`config.mk`:
```
export PLATFORM = sky130hd
export DESIGN_NAME = fsm_result_buffer
export DESIGN_NICKNAME = d
export VERILOG_FILES = /design/src/rtl/fsm_result_pkg.sv /design/src/rtl/fsm_result_fifo.sv /design/src/rtl/fsm_result_buffer.sv
export SDC_FILE = /design/constraint.sdc
export NUM_CORES = 1
export LEC_CHECK = 0
export CAP_MARGIN = 20
export CELL_PAD_IN_SITES_DETAIL_PLACEMENT = 0
export CELL_PAD_IN_SITES_GLOBAL_PLACEMENT = 1
export CORE_MARGIN = 2
export CORE_UTILIZATION = 40
export DETAILED_ROUTE_END_ITERATION = 12
export PLACE_DENSITY_LB_ADDON = 0.1
export SLEW_MARGIN = 30
export SYNTH_ARGS = -nofsm -noshare
export SYNTH_HDL_FRONTEND = slang
export SYNTH_SLANG_ARGS = --single-unit
```
`constraint.sdc`:
```
create_clock -name clk -period 1.89 [get_ports clk]
set_input_delay 0.378 -clock clk [delete_from_list [all_inputs] [get_ports clk]]
set_output_delay 0.378 -clock clk [all_outputs]
set_load 0.01 [all_outputs]
```
`src/rtl/fsm_result_pkg.sv`:
```
// Shared constants and the result entry layout for the fsm_dut result buffer.
package fsm_result_pkg;

    localparam int RESULT_DATA_WIDTH = 8;
    localparam int RESULT_DEPTH      = 4;
    localparam int RESULT_SEQ_WIDTH  = 4;

    // Queued entry at the default widths: sequence tag above the data byte.
    typedef struct packed {
        logic [RESULT_SEQ_WIDTH-1:0]  seq;
        logic [RESULT_DATA_WIDTH-1:0] data;
    } result_entry_t;

endpackage

```
`src/rtl/fsm_result_fifo.sv`:
```
// Small synchronous FIFO with wrap-bit pointers. A push while full is only
// taken when a pop happens in the same cycle. The head reads as zero while empty.
module fsm_result_fifo #(
    parameter int W     = 12,
    parameter int DEPTH = 4
) (
    input  logic                       clk,
    input  logic                       reset,
    input  logic                       clr,
    input  logic                       push,
    input  logic                       pop,
    input  logic [W-1:0]               din,
    output logic [W-1:0]               dout,
    output logic                       full,
    output logic                       empty,
    output logic [$clog2(DEPTH):0]     count
);

    localparam int AW = $clog2(DEPTH);

    logic [W-1:0]  mem [DEPTH];
    logic [AW:0]   wptr;
    logic [AW:0]   rptr;
    logic          wr_en;
    logic          rd_en;

    assign empty = (wptr == rptr);
    assign full  = (wptr[AW] != rptr[AW]) && (wptr[AW-1:0] == rptr[AW-1:0]);
    assign rd_en = pop && !empty;
    // When full, the slot being written is the one being popped this cycle.
    assign wr_en = push && (!full || rd_en);
    assign count = wptr - rptr;
    assign dout  = empty ? '0 : mem[rptr[AW-1:0]];

    // Pointer update; clr empties the queue.
    always_ff @(posedge clk) begin
        if (reset || clr) begin
            wptr <= '0;
            rptr <= '0;
        end else begin
            if (wr_en) wptr <= wptr + 1'b1;
            if (rd_en) rptr <= rptr + 1'b1;
        end
    end

    // Storage write; contents are don't-care until the pointers cover them.
    always_ff @(posedge clk) begin
        if (!reset && !clr && wr_en) mem[wptr[AW-1:0]] <= din;
    end

endmodule

```
`src/rtl/fsm_result_buffer.sv`:
```
// Captures one fsm_dut result per valid_out rising edge, tags it with a
// sequence number and queues it for a valid/ready consumer. Also keeps
// drop statistics and a running checksum of the accepted bytes.
module fsm_result_buffer
    import fsm_result_pkg::*;
#(
    parameter int DATA_WIDTH = RESULT_DATA_WIDTH,
    parameter int DEPTH      = RESULT_DEPTH,
    parameter int SEQ_WIDTH  = RESULT_SEQ_WIDTH,
    parameter int DROP_WIDTH = 8
) (
    input  logic                      clk,
    input  logic                      reset,
    input  logic                      clr,
    input  logic [DATA_WIDTH-1:0]     fsm_data,
    input  logic                      fsm_valid,
    output logic [DATA_WIDTH-1:0]     out_data,
    output logic [SEQ_WIDTH-1:0]      out_seq,
    output logic                      out_valid,
    input  logic                      out_ready,
    output logic [$clog2(DEPTH):0]    count,
    output logic                      overflow,
    output logic [DROP_WIDTH-1:0]     drop_count,
    output logic [7:0]                checksum
);

    localparam int EW = SEQ_WIDTH + DATA_WIDTH;

    logic                 valid_q;
    logic [SEQ_WIDTH-1:0] seq;
    logic                 capture;
    logic                 pop_fire;
    logic                 full;
    logic                 empty;
    logic                 accept;
    logic                 drop;
    logic [EW-1:0]        head;

    assign capture   = fsm_valid && !valid_q && !clr;
    assign pop_fire  = out_ready && !empty;
    assign accept    = capture && (!full || pop_fire);
    assign drop      = capture && full && !pop_fire;
    assign out_valid = !empty;
    assign {out_seq, out_data} = head;

    fsm_result_fifo #(.W(EW), .DEPTH(DEPTH)) u_fifo (
        .clk   (clk),
        .reset (reset),
        .clr   (clr),
        .push  (capture),
        .pop   (out_ready),
        .din   ({seq, fsm_data}),
        .dout  (head),
        .full  (full),
        .empty (empty),
        .count (count)
    );

    // Edge detect: valid_q tracks fsm_valid even across clr so a held level
    // does not re-trigger.
    always_ff @(posedge clk) begin
        if (reset) valid_q <= 1'b0;
        else       valid_q <= fsm_valid;
    end

    // Sequence tag advances on every capture, dropped or not.
    always_ff @(posedge clk) begin
        if (reset || clr)  seq <= '0;
        else if (capture)  seq <= seq + 1'b1;
    end

    // Drop statistics: sticky overflow and saturating counter.
    always_ff @(posedge clk) begin
        if (reset || clr) begin
            overflow   <= 1'b0;
            drop_count <= '0;
        end else if (drop) begin
            overflow <= 1'b1;
            if (drop_count != '1) drop_count <= drop_count + 1'b1;
        end
    end

    // Running mod-256 sum of the low byte of every accepted entry.
    always_ff @(posedge clk) begin
        if (reset || clr)  checksum <= '0;
        else if (accept)   checksum <= checksum + fsm_data[7:0];
    end

endmodule

```
==> impl_metrics.json, run 1 <==
{
  "die_h_um": 96.9,
  "syn-num-nets": 293,
  "worst-r2r-cell-count": 8,
  "yosysWarnings": 0,
  "firstDrtPassIters": 4,
  "met1_usage": 0.219,
  "leakage_uw": 0.00187,
  "routed-via-count": 2357,
  "slew-limit-headroom": 0.767,
  "post-route-min-period_ns": 2.01,
  "max_slew.worst_pin.slew_ns": 0.348,
  "grt_max_degree": 15,
  "syn2layout_area_growth_pct": 44.5,
  "cts_sinks": 78,
  "drcViolationCount": 0,
  "cp-end-kind": "output port",
  "rows": 33,
  "clockRootBuffer": "clkbuf_8",
  "hold_buffers": 0,
  "timing.rr.start": "u_fifo.rptr[1]$_SDFFE_PP0N_",
  "grt_pass1_wl_um": 12200,
  "htree_levels": 3,
  "yosysUniqueCellTypes": 39,
  "grtUsageMet2": 0.276,
  "path_class": "reg2out",
  "core-area_um2": 8300,
  "drtIter0Drc": 50,
  "required_ns": 1.51,
  "vdd_ir_drop_max_mv": 0.324,
  "routed_wl_um": 7350,
  "synth_cells": 262,
  "grtUsageMet3": 0.0340,
  "dp.cells": 456,
  "ys_seq_area_frac": 0.592,
  "nets": 401,
  "hold_viol_final": 0,
  "gp_routability_congestion": 0.787,
  "r2r_slack_ns": -0.03,
  "maxCapViolations": 0,
  "fin_util": 0.601,
  "worst_hold_path_type": "in2reg",
  "ys_ff_latch": 78,
  "initial_core_util": 0.416,
  "skew_ns": 0.0112,
  "overflow": 0,
  "r2r_end": "drop_count[4]$_SDFFE_PP0P_",
  "synth_largest_area_cell": "edfxtp_1",
  "cpLargestDelayFamily": "multiplexers",
  "holdPathStages": 2,
  "clock_path_buffers": 2,
  "io_pins": 46,
  "path_cells": "buf_12 > mux4_2 > and2_1 > buf_2",
  "setup_viol": 14,
  "layout-drive-gt1-share": 0.397,
  "vias_per_cell": 4.91,
  "fillers": 678,
  "maxSlewViolCount": 0,
  "path_max_fanout": 5,
  "violations": "negative setup slack",
  "cts_tree": "done",
  "die_w_um": 96.9,
  "hpwl_um": 5000,
  "numCtsBuffers": 9,
  "timing.critical_path.buf_inv": 2,
  "fmax_ghz": 0.496,
  "power_density_nw_per_um2": 641,
  "place_area_um2": 4570,
  "slowest_delay_ns": 0.48,
  "synth_top_area_frac": 0.418,
  "status": "finished with violations",
  "fin_ws_ns": -0.125,
  "diodes": 0,
  "grt_pass1_vias": 2455,
  "rsz0062_at_grt": "yes",
  "fin_crit_sh": 1.07,
  "clock_latency_ns": 0.35,
  "synth_area_leaders": "edfxtp_1 42%, dfxtp_1 17%, mux4_2 7.8%, ha_1 5.8%, xnor2_1 2.5%",
  "ant_nets": 0,
  "cp.arrival_ns": 1.64,
  "holdPathEnd": "valid_q$_SDFF_PP0_",
  "postSynthAreaPerCell_um2": 13.2,
  "slowest_stage": "mux4_2",
  "startpoint_type": "register",
  "min_from": "fsm_valid",
  "antenna_found_initial": 0,
  "final_cell_area_um2": 4990,
  "clkTransAtPathRegs_ns": 0.08,
  "port_buffers": 45,
  "die_area_um2": 9390,
  "fin_cells": 480,
  "synth_area_um2": 3450,
  "wl_per_cell_um": 15.3,
  "grt_busiest_layer": "met2",
  "track_usage": 0.167,
  "tns_ns": -1.28
}
==> Yosys cell counts <==
master and n:
a211oi_1 3, a21o_1 1, a21oi_1 13, and2_1 12, and3_1 5, buf_2 1
buf_4 1, clkbuf_1 7, dfxtp_1 30, edfxtp_1 48, fa_1 2, ha_1 16
inv_1 9, mux2i_1 1, mux4_2 12, nand2_1 18, nand2b_1 1, nand3_1 11
nand4_1 2, nor2_1 21, nor2b_1 3, nor3_1 5, nor3b_1 1, nor3b_2 1
nor4_2 1, nor4_4 1, nor4b_4 1, o211a_1 1, o21a_1 3, o21ai_0 5
o311ai_0 1, o31a_1 2, o31ai_1 2, o41ai_1 1, or2_2 2, or3_1 2
or4b_1 1, xnor2_1 10, xor2_1 5
==> per-stage QoR <==
stage               setup WS [ns]  total power, uW  hold slack [ns]
CTS                        -0.197             3210            0.460
floorplan                -0.00709             1950            0.450
finish                     -0.125             3200            0.324
global placement           -0.532             2100            0.438
global route               -0.181             3320            0.343
detailed placement         -0.541             2100            0.444
==> worst reg2reg max path, cell delays in order, from the launching register on <==
cell,delay (ns)
dfxtp_4,0.36
inv_2,0.04
ha_4,0.28
nand2_4,0.06
or4b_4,0.51
buf_8,0.17
nor4b_4,0.22
xnor2_1,0.14
nor2_1,0.05
==> how the worst max path moves through the flow <==
stage / slack, ns / startpoint / to / cells after the start
floorplan: -0.007 / u_fifo.wptr[0]$_SDFFE_PP0P_ / drop_count[7]$_SDFFE_PP0P_ / 8
global placement: -0.53 / fsm_data[0] / checksum[6]$_SDFFE_PP0P_ / 9
CTS: -0.20 / register / out_seq[1] / 5
finish: -0.12 / register / out_seq[3] / 4
global route: -0.18 / register / out_data[0] / 4
detailed placement: -0.54 / fsm_data[0] / checksum[6]$_SDFFE_PP0P_ / 9
==> cell type report <==
class | count | area, um2 | area share
multi-input combinational | 166 | 1530 | 0.306
clock buffer | 9 | 124 | 0.0248
clock inverter | 7 | 48.8 | 0.00978
tap | 105 | 131 | 0.0263
inverter | 9 | 33.8 | 0.00677
sequential | 78 | 2050 | 0.412
timing repair buffer | 106 | 1070 | 0.214
==> layer usage <==
layer  wire length (um)  vias up  part of all wire
met2               3600       40              0.49
met5                  0        -                 0
met3                223       12             0.030
met4                114        0             0.016
met1               3410     1128              0.46
li1                   -     1177                 -
==> cells in the final DEF, fill, tap and decap left out, types with 3 or more instances in the layout <==
cell,netlist,layout
o21ai_0,5,4
nor2_1,21,20
dlymetal6s2s_1,0,4
nand3_1,11,9
buf_12,0,12
buf_2,1,7
dfxtp_1,30,24
clkdlybuf4s50_1,0,24
nor3_1,5,3
inv_2,0,4
and2_1,12,5
ha_4,0,5
xnor2_1,10,9
and3_2,0,4
xor2_1,5,5
nand2_1,18,17
clkbuf_8,0,9
a21oi_1,13,12
dfxtp_2,0,4
and2_4,0,7
ha_1,16,11
mux4_2,12,12
buf_4,1,44
inv_1,9,5
o21a_1,3,3
edfxtp_1,48,48
buf_6,0,10
==> state kept, by name (all words and copies together) (netlist names), named ones only <==
signal and flops:
u_fifo.rptr 3, valid_q 1, overflow 1, drop_count 8
u_fifo.mem 48, checksum 8, seq 4, u_fifo.wptr 3
==> logic make-up (layout without fill, tap and decap cells) <==
family | count (synthesis) | after routing | synth area share
buffers and inverters | 18 | 131 | 0.0210
and+or+nand+nor | 88 | 88 | 0.140
AOI/OAI and AO/OA | 32 | 32 | 0.0587
DFF | 78 | 78 | 0.592
xor gates and xnor gates | 15 | 15 | 0.0381
adders and majority gates | 18 | 18 | 0.0696
muxes | 13 | 13 | 0.0812
==> report_power, final <==
group | internal [uW] | switching, uW | leakage [uW]
logic | 151 | 121 | 0.00112
clock network | 479 | 631 | 0.0000813
registers | 1810 | 9.47 | 0.000667
total | 2440 | 762 | 0.00187
==> repair_timing <==
item | CTS | global route
setup endpoints to repair | 26 | 74
gates resized for setup | 89 | 34
gates cloned | 3 | 0
setup buffers | 5 | 1
pin swaps | 21 | 20
(Power assumes the default switching activity.)
==> run 2: changes to the inputs <==
Settings changed: CORE_MARGIN 2 to not set.
==> run 2 against run 1 <==
The run still ends with negative setup slack left. Core utilization increased by 1.0 points. Clock power grew 23%. First-iteration DRC count increased by 10%. Routed wire length up 1.3%. Sequential share of layout area is 0.66 points lower. Hold slack improved by 0.060 ns. Global-route usage increased by 1.6 points. Critical endpoint is now out_seq[1]. Highest routed layer unchanged.
==> impl_metrics.json, run 2 (synthesized netlist as in run 1, its figures left out) <==
{
  "grt_pass1_vias": 2300,
  "fin_crit_sh": 1.10,
  "initial_core_util": 0.416,
  "path_max_fanout": 6,
  "skew_ns": 0.0129,
  "clock_latency_ns": 0.35,
  "routed_wl_um": 7450,
  "largest_reg_flops": 48,
  "switching_share": 0.218,
  "hold_buffers": 0,
  "leakage_uw": 0.00190,
  "rows": 33,
  "timing.rr.start": "u_fifo.wptr[0]$_SDFFE_PP0P_",
  "dp.cells": 456,
  "r2r_slack_ns": -0.04,
  "path_class": "reg2out",
  "die_h_um": 94.9,
  "grt_busiest_layer": "met2",
  "vias_per_cell": 5.01,
  "grt_pass1_wl_um": 11900,
  "post-route-min-period_ns": 2.08,
  "hpwl_um": 4970,
  "gp_routability_congestion": 0.778,
  "status": "finished with violations",
  "seq_area_um2": 2060,
  "power_frac_seq": 0.525,
  "startpoint_type": "register",
  "port_buffers": 45,
  "slew-limit-headroom": 0.762,
  "fmax_ghz": 0.482,
  "core-area_um2": 8300,
  "fillers": 665,
  "multi_input_area_um2": 1520,
  "cp-end-kind": "output port",
  "holdPathEnd": "u_fifo.mem[0][3]$_DFFE_PP_",
  "violations": "negative setup slack",
  "vdd_ir_drop_max_mv": 0.366,
  "power_frac_clock": 0.394,
  "maxCapViolations": 0,
  "comb_power_share": 0.081,
  "power_density_nw_per_um2": 682,
  "clockRootBuffer": "clkbuf_8",
  "min_from": "fsm_data[3]",
  "worst-r2r-cell-count": 8,
  "holdWs_ns": 0.384,
  "net-switching-power_uw": 754,
  "fin_cells": 485,
  "grt_max_degree": 14,
  "intPower_uw": 2700,
  "fin_ws_ns": -0.186,
  "diodes": 0,
  "die_area_um2": 9010,
  "setup_viol": 15,
  "clkTransAtPathRegs_ns": 0.09,
  "numCtsBuffers": 9,
  "syn2layout_area_growth_pct": 47.0,
  "layout-drive-gt1-share": 0.411,
  "rsz0062_at_grt": "yes",
  "hold_viol_final": 0,
  "worst_hold_path_type": "in2reg",
  "final_common_cell": "edfxtp_1",
  "place_area_um2": 4540,
  "required_ns": 1.51,
  "track_usage": 0.184,
  "grtUsageMet2": 0.312,
  "drtIter0Drc": 55,
  "overflow": 0,
  "antenna_found_initial": 0,
  "max_slew.worst_pin.slew_ns": 0.355,
  "holdPathStages": 2,
  "final_cell_area_um2": 5070,
  "clock_path_buffers": 2,
  "firstDrtPassIters": 4,
  "io_pins": 46,
  "r2r_end": "drop_count[4]$_SDFFE_PP0P_",
  "fin_util": 0.611,
  "ant_nets": 0,
  "die_w_um": 94.9,
  "maxSlewViolCount": 0,
  "cts_sinks": 78,
  "cp.arrival_ns": 1.70,
  "drcViolationCount": 0,
  "place_ws_ns": -0.542,
  "met1_usage": 0.230,
  "htree_levels": 3,
  "routed-via-count": 2430,
  "nets": 406,
  "wl_per_cell_um": 15.4,
  "grtUsageMet3": 0.0427,
  "final_cell_mix": "48 x edfxtp_1, 46 x buf_4, 24 x clkdlybuf4s50_1",
  "cts_tree": "done"
}
run 2: cell types whose count changed in the layout (fill, tap and decap cells not counted), sizes merged:
cell and change:
clkinvlp -1, clkinv -1, inv -1, buf +6
bufinv +2, dlymetal6s2s -2, dlygate4sd2 +2
run 2: worst max-delay path by stage:
stage / slack, ns / start / endpoint / cells past startpoint
after floorplan: -0.007 / u_fifo.wptr[0]$_SDFFE_PP0P_ / drop_count[7]$_SDFFE_PP0P_ / 8
after global placement: -0.52 / fsm_data[0] / checksum[6]$_SDFFE_PP0P_ / 9
after detailed placement: -0.54 / fsm_data[0] / checksum[6]$_SDFFE_PP0P_ / 9
after CTS: -0.20 / register / out_seq[1] / 5
after global routing: -0.26 / register / out_seq[0] / 5
final: -0.19 / register / out_seq[1] / 5
run 2: timing repair:
item                       in CTS  in global routing
hold endpoints to repair        0                  0
gates resized for setup        91                 44
pin swaps                      22                 13
setup endpoints to repair      25                 25
buffers inserted                6                  5
cloned                          2                  0
run 2: stage by stage:
| step | setup TNS [ns] | power [uW] |
|---|---|---|
| floorplan | -0.00709 | 1950 |
| global placement | -22.54 | 2100 |
| detailed placement | -22.99 | 2100 |
| CTS | -2.16 | 3460 |
| global route | -3.35 | 3590 |
| finish | -1.98 | 3460 |
run 2: routing by layer:
layer	up-vias	part of all wire	wire length, um
met5	-	0	0
met3	9	0.032	235
li1	1190	-	-
met2	45	0.51	3810
met4	0	0.014	101
met1	1186	0.44	3300
run 2: area by class of cell:
cell class | count | area share
timing repair buffer | 111 | 0.220
inverter | 9 | 0.00666
clock inverter | 6 | 0.0168
clock buffer | 10 | 0.0252
sequential | 78 | 0.405
multi-input combinational | 166 | 0.300
tap | 105 | 0.0259
run 2: power by group through the flow:
stage	combinational, uW	clock (uW)	sequential, uW
6_report	279	1360	1820
3_5_place_dp	247	0	1860
4_1_cts	260	1390	1820
3_3_place_gp	246	0	1860
2_1_floorplan	91.9	0	1860
5_1_grt	304	1470	1820
run 2: worst max-delay path: stages (launching register included):
cell     delay, ns
dfxtp_4       0.38
buf_12        0.11
buf_12        0.12
mux4_2        0.48
and2_1        0.14
buf_2         0.13
